## src/rtl/alu_shift_pkg.sv

```systemverilog
// alu_shift_pkg
// Shared definitions for the multi-cycle shift/rotate unit:
//   - operation encodings (OP_SLL, OP_SRL, OP_SRA, OP_ROL)
//   - FSM state type (ST_IDLE, ST_SHIFT, ST_DONE)
//   - default datapath width
// Optional feature macro used by the importing files: SHIFT_ROTATE_EN.
package alu_shift_pkg;

   localparam int DEF_WIDTH = 8;

   localparam logic [1:0] OP_SLL = 2'b00;
   localparam logic [1:0] OP_SRL = 2'b01;
   localparam logic [1:0] OP_SRA = 2'b10;
   localparam logic [1:0] OP_ROL = 2'b11;

   typedef enum logic [1:0] {
      ST_IDLE  = 2'd0,
      ST_SHIFT = 2'd1,
      ST_DONE  = 2'd2
   } state_t;

endpackage

```

## src/rtl/shift_step.sv

```systemverilog
// shift_step
// Combinational single-position step of the shift/rotate unit.
// Ports:
//   op        in   2      operation (OP_SLL / OP_SRL / OP_SRA / OP_ROL)
//   dout      in   WIDTH  current working value
//   next_dout out  WIDTH  value after one step
//   next_carry out 1      bit shifted or rotated out by this step
// Configuration: SHIFT_ROTATE_EN defined builds the rotate path; when it is
// undefined op 11 falls through to the SLL behaviour.
module shift_step
   import alu_shift_pkg::*;
#(
   parameter int WIDTH = DEF_WIDTH
) (
   input  logic [1:0]       op,
   input  logic [WIDTH-1:0] dout,
   output logic [WIDTH-1:0] next_dout,
   output logic             next_carry
);

   always_comb begin
      // SLL is the default so any op without a dedicated path shifts left.
      next_dout  = {dout[WIDTH-2:0], 1'b0};
      next_carry = dout[WIDTH-1];
      case (op)
         OP_SRL: begin
            next_dout  = {1'b0, dout[WIDTH-1:1]};
            next_carry = dout[0];
         end
         OP_SRA: begin
            next_dout  = {dout[WIDTH-1], dout[WIDTH-1:1]};
            next_carry = dout[0];
         end
`ifdef SHIFT_ROTATE_EN
         OP_ROL: begin
            next_dout  = {dout[WIDTH-2:0], dout[WIDTH-1]};
            next_carry = dout[WIDTH-1];
         end
`endif
         default: begin
            next_dout  = {dout[WIDTH-2:0], 1'b0};
            next_carry = dout[WIDTH-1];
         end
      endcase
   end

endmodule

```

## src/rtl/shift_sequencer.sv

```systemverilog
// shift_sequencer
// Multi-cycle shift/rotate unit, one bit position per clock. Accepts an
// operand/op/amount on a start strobe, shifts amt times, then pulses done
// for one cycle with the result held on dout/carry.
// Ports:
//   clk    in   1      system clock, rising edge
//   rst    in   1      synchronous active-low reset
//   start  in   1      request strobe (accepted in IDLE or DONE)
//   op     in   2      00 SLL, 01 SRL, 10 SRA, 11 ROL
//   amt    in   AMT_W  shift amount
//   din    in   WIDTH  operand
//   dout   out  WIDTH  working/result register
//   busy   out  1      high while shifting
//   done   out  1      one-cycle completion pulse
//   carry  out  1      last bit shifted/rotated out (0 when amt is 0)
// Configuration: SHIFT_ROTATE_EN (see shift_step) enables ROL for op 11.
module shift_sequencer
   import alu_shift_pkg::*;
#(
   parameter int WIDTH = DEF_WIDTH,
   parameter int AMT_W = 3
) (
   input  logic             clk,
   input  logic             rst,
   input  logic             start,
   input  logic [1:0]       op,
   input  logic [AMT_W-1:0] amt,
   input  logic [WIDTH-1:0] din,
   output logic [WIDTH-1:0] dout,
   output logic             busy,
   output logic             done,
   output logic             carry
);

   state_t           state;
   logic [AMT_W-1:0] cnt;
   logic [1:0]       op_reg;
   logic [WIDTH-1:0] step_dout;
   logic             step_carry;

   shift_step #(
      .WIDTH (WIDTH)
   ) u_step (
      .op         (op_reg),
      .dout       (dout),
      .next_dout  (step_dout),
      .next_carry (step_carry)
   );

   always_ff @(posedge clk) begin
      if (!rst) begin
         state  <= ST_IDLE;
         dout   <= '0;
         carry  <= 1'b0;
         cnt    <= '0;
         op_reg <= OP_SLL;
      end else begin
         case (state)
            // DONE accepts a new request exactly like IDLE so operations
            // can be issued back to back without an idle bubble.
            ST_IDLE, ST_DONE: begin
               if (start) begin
                  dout   <= din;
                  cnt    <= amt;
                  op_reg <= op;
                  carry  <= 1'b0;
                  state  <= (amt == '0) ? ST_DONE : ST_SHIFT;
               end else begin
                  state  <= ST_IDLE;
               end
            end
            ST_SHIFT: begin
               dout  <= step_dout;
               carry <= step_carry;
               cnt   <= cnt - 1'b1;
               // cnt counts remaining steps including this one.
               if (cnt == AMT_W'(1)) begin
                  state <= ST_DONE;
               end
            end
            default: begin
               state <= ST_IDLE;
            end
         endcase
      end
   end

   assign busy = (state == ST_SHIFT);
   assign done = (state == ST_DONE);

endmodule

```

## config.mk

```make
export PLATFORM = sky130hd
export DESIGN_NAME = shift_sequencer
export DESIGN_NICKNAME = d
export VERILOG_FILES = /design/src/rtl/alu_shift_pkg.sv /design/src/rtl/shift_step.sv /design/src/rtl/shift_sequencer.sv
export SDC_FILE = /design/constraint.sdc
export NUM_CORES = 1
export LEC_CHECK = 0
export ABC_AREA = 1
export CAP_MARGIN = 10
export CELL_PAD_IN_SITES_DETAIL_PLACEMENT = 1
export CELL_PAD_IN_SITES_GLOBAL_PLACEMENT = 1
export CORE_MARGIN = 4
export CORE_UTILIZATION = 33
export CTS_CLUSTER_SIZE = 24
export DETAILED_ROUTE_END_ITERATION = 12
export GPL_TIMING_DRIVEN = 0
export PLACE_DENSITY = 0.78
export SLEW_MARGIN = 10
export SYNTH_ARGS = -nofsm -noshare
export SYNTH_HDL_FRONTEND = slang
export SYNTH_SLANG_ARGS = --single-unit
```

## constraint.sdc

```tcl
create_clock -name clk -period 1.6 [get_ports clk]
set_input_delay 0.32 -clock clk [delete_from_list [all_inputs] [get_ports clk]]
set_output_delay 0.32 -clock clk [all_outputs]
set_load 0.03 [all_outputs]
```

* Word-level counts from Yosys, hierarchy flattened
Cells that the tools add are included.
** Storage, ports and cells
- Register bits after elaboration :: 16
- Output and inout port bits :: 11
- Word-level logic and storage cells :: 35
** Operators by class
- Add/subtract/negate cells :: 1
- Equal/unequal tests :: 8
- Mux-type cells :: 12
- Reductions and logical operators :: 8
** Operator list (count)
- one-hot mux 8 bit (2 select lines) :: 2
- 2-to-1 mux 8 bit :: 1
- 2-to-1 mux 2 bit :: 3
- one-hot mux 3 bit (2 select lines) :: 1
- == test 2 x 1 -> 1 bit, second input constant :: 2
- == test 2 bit, second input constant :: 2
- != test 2 bit, second input constant :: 2
- one-hot mux 2 bit (2 select lines) :: 1
- AND reduction 2 bit :: 2
- OR reduction 2 bit :: 2
- == test 3 x 1 -> 1 bit, second input constant :: 1
- zero test 3 bit :: 1
- 2-to-1 mux 3 bit :: 1
- AND reduction 3 bit :: 1
- subtractor 3 x 1 -> 3 bit, second input constant :: 1
- zero test 2 bit :: 1
- 2-to-1 mux 1 bit :: 2
- != test 2 x 1 -> 1 bit, second input constant :: 1
- one-hot mux 1 bit (2 select lines) :: 1
- nonzero test 2 bit :: 1

* Logic depth before layout (Yosys ltp)
Gate-level depths: netlist of run 1.
- Word-level depth :: 4
- Depth in mapped cells :: 9
- Depth with buffers taken out :: 8

* By module
Synthesis of run 1 repeated with hierarchy kept, for this count alone.
** Second synthesis, totals
- Cells, all modules :: 167
- Area total of the unflattened synthesis :: 1071.0 µm²
** Modules (own cells, without submodules)
- shift_sequencer :: times used 1, cells each 122, area an instance 862.1 µm²
- shift_step :: times used 1, cells each 45, area an instance 209.0 µm²

* Least setup slack after synthesis of run 1
No wires, ideal clock.
- Path kind :: register -> register
- Start point :: register op_reg[0]
- End point :: register dout[1]
- Arrival time :: 1.239 ns
- Data required time :: 1.528 ns
- Slack :: 0.289 ns
- Stages on the path, launching flop included :: 10
- Buffers on the path :: 2
- Clock period less this slack :: 1.311 ns
- Cells stage by stage :: dfxtp_1 > inv_1 > ha_1 > buf_6 > buf_6 > nor2_1 > nand2_1 > nand2_1 > nand2_1 > a21oi_1
** Between the ends
- Cells in the longest elaborated chain, start to end :: 3
- Elaborated cells on any way between the ends :: 4
- Those cells by class :: eq/ne (2); mux (2)
** RTL lines
- start: declaration :: line shift_sequencer.sv:37 : logic [1:0] op_reg;
- start signal: assignment :: line shift_sequencer.sv:65 : op_reg <= op;
- == test 2 bit / == test 2 x 1 -> 1 bit (equally long branches) :: line shift_step.sv:25 : case (op)
- one-hot mux 8 bit (2 select lines) (*) :: line shift_step.sv:25
- one-hot mux 8 bit (2 select lines) (*) :: line shift_sequencer.sv:58 : case (state)
- end signal: assignment :: line shift_sequencer.sv:63 : dout <= din;
- end signal: assignment :: line shift_sequencer.sv:73 : dout <= step_dout;
- end: declaration :: line shift_sequencer.sv:29 : output logic [WIDTH-1:0] dout,
Mark *: on every way between the ends. The rest lies on a longest branch, timed or not.
A chain may end at the register's enable or synchronous reset.

* Worst setup path in the final report of run 1
- Start point :: register state[0]
- End point :: output port busy
** Between the ends
- Cells in the longest elaborated chain, start to end :: 1
** RTL lines
- start: declaration :: line shift_sequencer.sv:35 : state_t state;
- start signal: assignment :: line shift_sequencer.sv:67 : state <= (amt == '0) ? ST_DONE : ST_SHIFT;
- == test 2 x 1 -> 1 bit :: line shift_sequencer.sv:88 : assign busy = (state == ST_SHIFT);
- end: declaration :: line shift_sequencer.sv:30 : output logic busy,
No other way between the ends.

==> results of run 1 <==
## area by class of cell
type,instances,area (um^2),area share (%)
inverters,33,125,9.09
flip-flops and latches,16,322,23.4
well taps,44,55.1,4.00
repair buffers,26,245,17.8
clock buffers,3,22.5,1.64
multi-input cells,112,551,40.0
plain buffers,5,56.3,4.09
## path summary, 6_finish.rpt
kind	to	slack (ns)
setup / recovery	busy	0.08
hold / removal	carry	0.48
setup reg to reg	dout[4]	0.15
hold reg to reg	carry	0.48
## worst max-delay path, stage by stage (launching register included)
cell	delay (ns)
sky130_fd_sc_hd__dfxtp_1	0.41
sky130_fd_sc_hd__nand2_2	0.13
sky130_fd_sc_hd__inv_1	0.16
sky130_fd_sc_hd__clkbuf_4	0.22
## cell families after synthesis
logic type	after synthesis	share of synthesized area [%]
AO/OA/AOI/OAI	31	17.2
buffers and inverters	38	17.3
adder cells (fa/ha/maj)	5	5.96
AND/OR/NAND/NOR	76	29.1
flip-flops	16	30.5
## stage by stage
| stage | instance area, um^2 | setup TNS (ns) |
|---|---|---|
| after CTS | 1370 | 0 |
| after detailed placement | 1370 | -0.548 |
| after global routing | 1380 | 0 |
| final | 1380 | 0 |
| after global placement | 1370 | -0.440 |
| after floorplan | 1050 | 0 |
## routing by layer
metal / global-route usage [%] / routed length [um]
met1: 18.7 / 1310
met4: 1.58 / 15
met5: 0 / 0
met2: 28.4 / 1550
met3: 3.34 / 92
## layout by cell type (no fill, tap or decap), types with 2 or more instances in the layout
master and count:
sky130_fd_sc_hd__nand2_1 50, sky130_fd_sc_hd__inv_1 30, sky130_fd_sc_hd__nor2_1 20, sky130_fd_sc_hd__dfxtp_1 15, sky130_fd_sc_hd__clkdlybuf4s50_1 15, sky130_fd_sc_hd__a21oi_1 14, sky130_fd_sc_hd__dlygate4sd2_1 10, sky130_fd_sc_hd__o21ai_1 7
sky130_fd_sc_hd__o21ai_2 6, sky130_fd_sc_hd__buf_6 5, sky130_fd_sc_hd__ha_1 5, sky130_fd_sc_hd__clkbuf_4 4, sky130_fd_sc_hd__o21ai_0 3, sky130_fd_sc_hd__nand2_4 2, sky130_fd_sc_hd__nand3_1 2
## timing repair
action | in CTS | in global routing
pin swaps | 0 | 0
resized for setup | 15 | 3
setup endpoints to repair | 11 | 4
## power by group through the flow
stage / registers, mW / clock network [mW] / logic, mW
detailed placement: 0.491 / 0 / 0.500
floorplan: 0.534 / 0 / 0.273
global route: 0.486 / 0.236 / 0.531
finish: 0.480 / 0.212 / 0.475
CTS: 0.480 / 0.222 / 0.479
global placement: 0.487 / 0 / 0.482
==> results summary, run 1 <==
The distinct cell type count of the synthesized netlist is 17. The library cell with the highest instance count after synthesis is sky130_fd_sc_hd__nand2_1. The first global-routing pass estimated 5.02 mm of wire.

The actual slew at the worst max-slew pin came out at 0.362 ns. Summed over all instances, the cell type with the most area after synthesis is sky130_fd_sc_hd__dfxtp_1. The worst hold path begins at carry. In this run, CTS created clock tree buffers numbering 3. After the first detailed-routing iteration, the DRC count stood at 24. The area of the core is 3050 um^2.

The floorplan step defined a die boundary enclosing about 4100 um^2. In this run the power spent charging and discharging nets is 452 uW. The peak supply drop is about 0.50 mV. The clock share of power is 18.2%. The filler cell count in the final layout is 419. The final setup slack of the worst path came out at 0.0829 ns. The clock skew after layout is 0.00290 ns. Setup repair after global routing left no endpoint under its margin. The period utilization came out at 94.8%. The post-route core utilization is 45.1%. The post-synthesis instance total came out at between 150 and 200. The number of buffers inserted by port buffering came out at 26. The path class of the tightest hold or removal check is reg2reg. Combinational logic burns between 40% and 50% of the power. The number of buffers inserted by post-CTS setup repair is 0. The setup path with the least slack is of type reg2out. The most used flip-flop cell after synthesis is sky130_fd_sc_hd__dfxtp_1.

The total vias in the final route is 1,080. The detailed-placement wirelength estimate is 2.37 mm. The aggregate global routing overflow is 0. The hold violation total from the final report is 0. The average cell area after synthesis came out at 6.32 um^2. For this design the ratio of total power to cell area is 848 nW/um^2. The length in cells of the worst reg-to-reg path is 9.

The run finished with clean final reports. The netlist area before placement came out at 1050 um^2. The net switching share of the total power came out at roughly two fifths. For this run, asynchronously set or reset flops after synthesis account for 0%. The total power of the final layout is 1.17 mW. The global-route total usage across every layer is 15.4%. Along the worst path, the maximum fanout reaches 5. The data arrival time of the critical path is 1.20 ns. The clock latency at the later pin of the worst-skew pair is 0.28 ns. The total wire length after detailed routing is 2.97 mm.

The final routed DRC violation total is 0. STA classifies the critical path startpoint as a register. For the worst setup path, the data required time is 1.28 ns.

The post-route antenna net violation count came out at 0. The worst hold path cell count came out at 2. By count the netlist is led by 50 x sky130_fd_sc_hd__nand2_1, 30 x sky130_fd_sc_hd__inv_1, 21 x sky130_fd_sc_hd__nor2_1. The register clock-pin slew on the reported worst setup and hold paths came out at approximately 0.090 ns. For this design, the CTS-stage hold fixing added 0 buffers. The initial antenna violation count came to 0.

The number of primary I/O pins is 27. The number of rows in the core area came out at 20. The number of setup violations in the final report came out at 0.

From synthesis to final layout, the design area changed by 31.1%. The flop and latch count out of synthesis came out at 16. At the end of routability-driven placement, the weighted congestion stood at about 0.79. The length of the first detailed-routing pass in iterations is 4. The power share of the sequential group is just over 40%. In the post-synthesis netlist, the biggest area contributors are sky130_fd_sc_hd__dfxtp_1 31%, sky130_fd_sc_hd__nand2_1 18%, sky130_fd_sc_hd__inv_1 11%. The worst slew margin relative to its limit came out at about three quarters. The via density per instance is 4.52. The number of flip-flops in the largest register came out at 8. The proportion of layout cells with a drive suffix above 1 is 11.3%. In this run, synthesis inferred 0 flip-flops with an integrated enable.

The startpoint identified for the worst register-to-register timing path is op_reg[0]. The type of destination of the critical path is an output pin. The via count of the first global-routing pass is 1,102.

The start point of the critical path is state[0]. The root buffer cell is sky130_fd_sc_hd__clkbuf_4. The clock net in this run drives a total of 16 sinks. The sequential area share after synthesis is between 30% and 40%. Counting tap cells, the placed design contains a total of 236 instances. The time the worst path needs with I/O delays and setup is 1.52 ns. From left edge to right edge, the die measures 64.4 um.

The count of nets after finishing came out at 218. The number of warnings printed during yosys synthesis is 0. From bottom edge to top edge, the die measures 64.4 um.

The max-cap check violation count is 0. The finished layout holds 239 standard cells, fillers aside. Ranked by flip-flop count, first place goes to dout.

The pre-CTS worst setup slack came out at -0.0964 ns. The number of H-tree levels came out at 1. The detailed-route wire length per cell is 12.4 um.

The share of the synthesized area in the top cell type came out at 30.5%. The largest net degree at the start of global routing is 11. The total inserted antenna cells came out at 0.

The initial cell density of the core is around 34%. In the final layout, the registers with the most flip-flops are dout: 8 flops, cnt: 3 flops. The maximum buffer depth of the clock tree came out at 2. The total leakage power came out at 0.693 nW. The number of nets in the synthesized netlist is 187. The worst hold-check slack is 0.483 ns. The internal power summed over all cells is 715 uW. The peak clock frequency supported by timing is roughly 660 MHz. The TritonCTS clock tree is yes.

The count of pins over their slew limit came out at 0.
(Power assumes the default switching activity.)
==> run 2, diff against run 1 <==
CTS_CLUSTER_SIZE = 10   (was 24)
TNS_END_PERCENT = 1   (was default)
==> run 2 against run 1 <==
Net effect: sequential share of layout area unchanged; clock power about the same; worst setup slack about the same; routed wire length decreased by 0.10%; largest cell class unchanged; total power about the same; sequential power about the same; register-to-register slack about the same; critical path type unchanged; non-clock buffer count unchanged; clock skew about the same; maximum frequency about the same.
==> results summary, run 2 (synthesis gave the netlist of run 1 again) <==
The proportion of layout cells with a drive suffix above 1 came out at 11.3%. The critical path in this run is classified as reg2out. In this run the tightest slew margin relative to its limit is approximately 76%. The length of the first detailed-routing pass in iterations came out at 4. The count of hold buffers inserted by post-cts repair is 0. The path class of the tightest hold or removal check is reg2reg. The worst path buffer plus inverter count came out at 2. The library cell used most frequently in the layout, excluding fill and tap cells, is sky130_fd_sc_hd__nand2_1. For this run, global-route usage on met3 was measured as 3.34%. At the later pin of the worst-skew pair, clock insertion delay measures 0.28 ns. The pre-CTS worst setup slack is -0.0964 ns. The root buffer cell is sky130_fd_sc_hd__clkbuf_4. TritonCTS built the clock tree. CTS saw 16 sinks. The number of buffers created by CTS is 3. Traced cell by cell, the critical path runs through nand2_2, inv_1, clkbuf_4. The area of the core is 3050 um^2. The number of primary I/O pins came out at 27. The max-cap check violation count is 0. Dividing total power by cell area gives a power density of around 850 nW/um^2. Summing all non-filler instances in the final layout gives an area of 1380 um^2. The count of pins over their slew limit came to 0. At the end of routability-driven placement, the weighted congestion stood at 0.785.

The total leakage power is 0.693 nW. The final setup slack of the worst path came out at 0.0830 ns. In the final layout, the registers with the most flip-flops are dout: 8 flops, cnt: 3 flops. VDD sags by at most 0.500 mV. The aggregate global routing overflow is 0. In this run the worst path has a maximum fanout of 5. The height of the die is ~64 um.

The area growth from synthesis to layout is 31.1%. The detailed-route wire length per cell came out at ~12 um. In this run the power spent charging and discharging nets is 452 uW.

Internal power comes to 715 uW. The cell count after placement is 236. The horizontal extent of the die is 64.4 um.

The number of buffers inserted by port buffering came out at 26. The time the worst path needs with I/O delays and setup came out at around 1.5 ns. Entering global routing, the biggest net connects 11 pins.

The die outline area came out at 4150 um^2. Setup violations remaining at the end of the flow were counted as 0. The initial antenna violation count was 0. The period utilization is 94.8%. The cell with the largest stage delay on the worst path is sky130_fd_sc_hd__dfxtp_1. The actual slew at the worst max-slew pin is about 0.36 ns. The total wire length after detailed routing is 2.97 mm.

After floorplanning, the core was divided into 20 placement rows. The power share of the sequential group came out at 41.1%. The count of nets after finishing is 218. The highest-utilization routing layer at the global route stage is met2. After detailed placement, the total cell area comes to 1370 um^2. At the worst endpoint, the required time is around 1.3 ns. In this run switching power makes up 38.7% of total power.

The first-pass GRT wire length came out at about 5.0 mm. The final route contains about 1,100 vias. The initial DRC count came out at 25. The count of placed standard cells in the final layout, fillers left out is approximately 240.

The initial cell density of the core is 34.4%. The clock skew after layout came out at 0.00295 ns. The number of flip-flops in the largest register is 8. Global routing used 28.2% of the available met2 tracks. The via count of the first global-routing pass came out at 1,101.

The clock network is responsible for 18.2% of the overall power. The post-route antenna net violation count came out at 0. The type of destination of the critical path is an output pin.

STA classifies the critical path startpoint as a register. The hold violation total from the final report came to 0. The global-route total usage across every layer is 15.4%. The post-route core utilization is 45.1%. The register clock-pin slew on the reported worst setup and hold paths is 0.09 ns.

The maximum buffer depth of the clock tree is 2. The number of buffers inserted by post-CTS setup repair is 0. Timing would allow up to 659 MHz. The data arrival time of the critical path came out at 1.20 ns. The flow ran to the end, and the final reports show no timing, DRC or antenna violations. The library cells used most frequently in the layout, excluding fill and tap cells, are 50 x sky130_fd_sc_hd__nand2_1, 30 x sky130_fd_sc_hd__inv_1, 20 x sky130_fd_sc_hd__nor2_1, 15 x sky130_fd_sc_hd__dfxtp_1, 15 x sky130_fd_sc_hd__clkdlybuf4s50_1. Final hold analysis gives a worst-case slack of 0.483 ns. The number of H-tree levels came out at 1.

The via density per instance came out at 4.52. Counting flops per register, the top entry is dout. The detailed-placement wirelength estimate came out at between 2 and 2.5 mm. The final routed DRC violation total came out at 0.

Combinational cells account for 40.7% of the total power. The met1 track demand over resource in global routing came out at between 10% and 20%. The dominant delay contributor by cell family on the critical path is flip-flops.

Setup repair after global routing left no endpoint under its margin. The maximum cell stage delay along the critical path came out at 0.41 ns. The total inserted antenna cells came out at 0.
run 2: cell counts in the layout (fill, tap and decap cells not counted):
No cell type changed its count.
run 2: worst paths after layout:
kind                  start  endpoint  slack (ns)  depth (start not counted)
hold / removal        carry     carry        0.48                          2
hold reg to reg       carry     carry        0.48                          2
setup reg to reg  op_reg[0]   dout[4]        0.15                          9
setup / recovery   state[0]      busy        0.08                          3
run 2: tightest hold or removal path, stage by stage (launching register included):
cell and delay [ns]:
sky130_fd_sc_hd__dfxtp_1 0.33, sky130_fd_sc_hd__nand2_1 0.06, sky130_fd_sc_hd__a21oi_1 0.05
run 2: layer usage:
layer,wire [um],vias to the layer above
li1,-,561
met1,1310,505
met2,1550,12
met3,92,2
met4,15,0
met5,0,-
run 2: repair_timing:
item,4_1_cts,5_1_grt
endpoints found under the setup margin,11,4
gates resized for setup,13,5
endpoints found under the hold margin,0,0
run 2: layout make-up:
class	instances	area, um^2
timing repair buffer	26	245
multi-input combinational	112	551
buffer	5	56.3
tap	44	55.1
inverter	33	125
clock buffer	3	22.5
fill	419	1680
sequential	16	322
run 2: through the flow:
step | setup TNS, ns | power, mW
2_1_floorplan | 0 | 0.807
3_3_place_gp | -0.440 | 0.968
3_5_place_dp | -0.548 | 0.990
4_1_cts | -0.0381 | 1.18
5_1_grt | 0 | 1.25
6_report | 0 | 1.17
run 2: power by group through the flow:
stage	sequential (mW)	clock (mW)	combinational (mW)
2_1_floorplan	0.534	0	0.273
3_3_place_gp	0.487	0	0.482
3_5_place_dp	0.491	0	0.500
4_1_cts	0.480	0.222	0.481
5_1_grt	0.486	0.236	0.531
6_report	0.480	0.212	0.475
==> run 3, diff against run 2 <==
CORE_UTILIZATION = 35   (was 33)
PLACE_DENSITY = 0.82   (was 0.78)
clock period = 1.9 ns   (was 1.6 ns; I/O delays follow)
==> run 3 against run 2 <==
Net effect: count of clock-buffer cells in the layout unchanged; register-to-register slack improved by 0.26 ns; largest power group is now combinational logic; critical path depth unchanged; hold slack got worse by 0.0046 ns; die area down 5.0%; routed wire length grew 3.1%; sequential share of layout area is essentially flat.
==> results summary, run 3 (synthesis gave the netlist of run 1 again) <==
The worst hold path cell count came out at 2. The via density per instance came out at between 4 and 5. The maximum buffer depth of the clock tree is 2. Sequential cells account for between 40% and 50% of the total power.

The detailed-route wire length per cell is 13.6 um. The met3 routing resource usage after global routing came out at 3.42%. The count of placed standard cells in the final layout, fillers left out is between 200 and 250.

The internal portion of the total power is 617 uW. The total wire length after detailed routing came out at roughly 3 mm. The die outline area came out at approximately 4000 um^2. The sink count of the clock tree is 16. The register with the most flip-flops in the layout has 8 of them. Per report_power, the combinational group accounts for 41.5% of the total. In the final layout, the registers with the most flip-flops are dout: 8 flops, cnt: 3 flops.

The critical path goes through nand2_2, inv_1, dlygate4sd2_1. On the final layout, the worst hold slack is 0.478 ns. The number of primary I/O pins is 27. Counting flops per register, the top entry is dout. In the layout the commonest cells are 50 x sky130_fd_sc_hd__nand2_1, 30 x sky130_fd_sc_hd__inv_1, 24 x sky130_fd_sc_hd__clkdlybuf4s50_1, 21 x sky130_fd_sc_hd__nor2_1, 16 x sky130_fd_sc_hd__dfxtp_1.

After global routing, the most crowded layer is met2. Dividing total power by cell area gives a power density of about 740 nW/um^2. The path type of the worst min-delay path is reg2reg. Between clock sinks in the finished design, the worst skew comes to 0.00427 ns. The total vias in the final route is approximately 1,100. The via count of the first global-routing pass is 1,139. For hold timing, the worst endpoint is carry. The count of hold buffers inserted by post-cts repair is 0. The switching power is 393 uW.

The met1 track demand over resource in global routing is 21.7%. The worst setup path is launched from a register. The first-pass GRT wire length came out at 5.39 mm. The length in cells of the worst reg-to-reg path came out at 9. For this configuration, the core starts out at a cell density of a little under two fifths. The largest net degree at the start of global routing came out at 11. Dividing the final minimum period by the clock period gives a little over nine tenths.

The cell with the largest stage delay on the worst path is sky130_fd_sc_hd__dlygate4sd2_1. The hold violation total from the final report is 0. The actual slew at the worst max-slew pin is around 0.34 ns. The data arrival time of the critical path is 1.42 ns. The worst path buffer plus inverter count is 2. The peak clock frequency supported by timing came out at 555 MHz. The cell count after placement is approximately 220.

The length of the first detailed-routing pass in iterations came out at 4. The library cell used most frequently in the layout, excluding fill and tap cells, is sky130_fd_sc_hd__nand2_1. Setup repair after global routing left no endpoint under its margin. The aggregate global routing overflow is 0. The number of buffers inserted by port buffering came out at 26.

The kind of cell with the highest combined delay along the critical path is buffers and inverters. Summing all placed instances gives a cell area of about 1300 um^2. The net switching share of the total power came out at 38.9%.

The max-cap check violation count is 0. The flow ran to the end, and the final reports show no timing, DRC or antenna violations. The number of setup violations in the final report came out at 0. The final routed DRC violation total is 0. The maximum cell stage delay along the critical path came out at 0.42 ns. The startpoint of the tightest hold check path is carry. The peak supply drop is between 0.3 and 0.4 mV. From bottom edge to top edge, the die measures between 60 and 70 um. The worst-path maximum fanout is 5. The clock share of power came out at a little under a fifth.

The critical path start-end classification is reg2out. The data required time at the worst endpoint came out at 1.52 ns. The total inserted antenna cells came out at 0.

CTS built an H-tree with a depth of 1. The detailed-placement wirelength estimate came out at 2.41 mm. Prior to clock tree synthesis, the placed netlist has a worst setup slack of about 0.14 ns. The post-synthesis to final-layout area growth came out at 30.8%. After clock tree synthesis, the clock-pin slew on the worst setup and hold paths is 0.09 ns. The initial antenna violation count is 0. The clock latency at the later pin of the worst-skew pair is 0.29 ns. The startpoint identified for the worst register-to-register timing path is op_reg[0]. Global routing consumed, over all layers together, ~17% of the routing resources.

Headroom to the max-slew limit came out at about three quarters. The count of pins over their slew limit came out at 0. Global routing used 29.0% of the available met2 tracks.

The number of buffers created by CTS came out at 3. The routability congestion estimate from global placement came out at 0.799. The time the worst path needs with I/O delays and setup is 1.80 ns.

The proportion of layout cells with a drive suffix above 1 came out at 9.74%. At the end of the flow, the number of nets in the layout was roughly 220. The type of destination of the critical path is an output pin. TritonCTS built the clock tree. The number of rows in the core area is 19. With fillers left out, the area of the finished cells amounts to about 1400 um^2. Setup total negative slack on the finished layout was measured at 0 ns. The slack of the worst reg-to-reg path is 0.41 ns.

The detailed router finished its first iteration with 31 violations. The area of the core came out at ~2800 um^2. The total leakage power is between 0.6 and 0.7 nW. In this run the clock root is driven by a sky130_fd_sc_hd__clkbuf_4. From left edge to right edge, the die measures roughly 63 um. The final setup slack of the worst path came out at 0.0988 ns. The endpoint identified for the worst register-to-register timing path is dout[5]. In this run the remaining antenna-violating nets after routing total 0.
[run 3: cell types whose count changed in the layout (fill, tap and decap cells not counted), sizes merged]
cell	change
clkbuf	-1
dlymetal6s2s	+1
dlygate4sd2	-9
clkdlybuf4s50	+9
[run 3: repair_timing]
item                                    4_1_cts  5_1_grt
gates resized for setup                       1        1
endpoints found under the setup margin        1        1
setup buffers                                 0        0
pin swaps                                     0        0
[run 3: power groups by stage]
stage / logic (mW) / clock network, mW / registers [mW]
after floorplan: 0.230 / 0 / 0.450
after CTS: 0.424 / 0.194 / 0.404
after global placement: 0.406 / 0 / 0.409
after detailed placement: 0.424 / 0 / 0.412
final: 0.419 / 0.187 / 0.404
after global routing: 0.467 / 0.208 / 0.412
[run 3: worst max-delay path by stage]
stage	startpoint	end	slack [ns]	depth (start not counted)
5_1_grt	state[0]	busy	0.01	3
3_3_place_gp	state[0]	busy	0.15	3
4_1_cts	state[1]	done	0.05	3
6_report	state[0]	busy	0.1	3
3_5_place_dp	state[0]	busy	0.14	3
2_1_floorplan	op_reg[0]	dout[1]	0.59	9
[run 3: routing by layer]
metal  routed length [um]  up-vias
li1                     -      561
met1                 1390      495
met2                 1510       24
met3                  142        2
met4                   18        0
met5                    0        -
[run 3: worst min-delay path: stages (launching register included)]
cell and delay, ns:
sky130_fd_sc_hd__dfxtp_1 0.32, sky130_fd_sc_hd__nand2_1 0.06, sky130_fd_sc_hd__a21oi_1 0.06
[run 3: metrics by stage]
step | total power [mW] | utilization, %
floorplan | 0.679 | -
global placement | 0.815 | 48.1
detailed placement | 0.836 | 48.1
CTS | 1.02 | 48.8
global route | 1.09 | 48.9
finish | 1.01 | 48.9
[run 3: layout make-up]
| cell class | instances | area (um^2) |
|---|---|---|
| Multi-Input combinational cell | 112 | 548 |
| Inverter | 33 | 125 |
| Clock buffer | 3 | 22.5 |
| Tap cell | 31 | 38.8 |
| Fill cell | 397 | 1430 |
| Timing Repair Buffer | 26 | 262 |
| Sequential cell | 16 | 320 |
| Buffer | 5 | 56.3 |
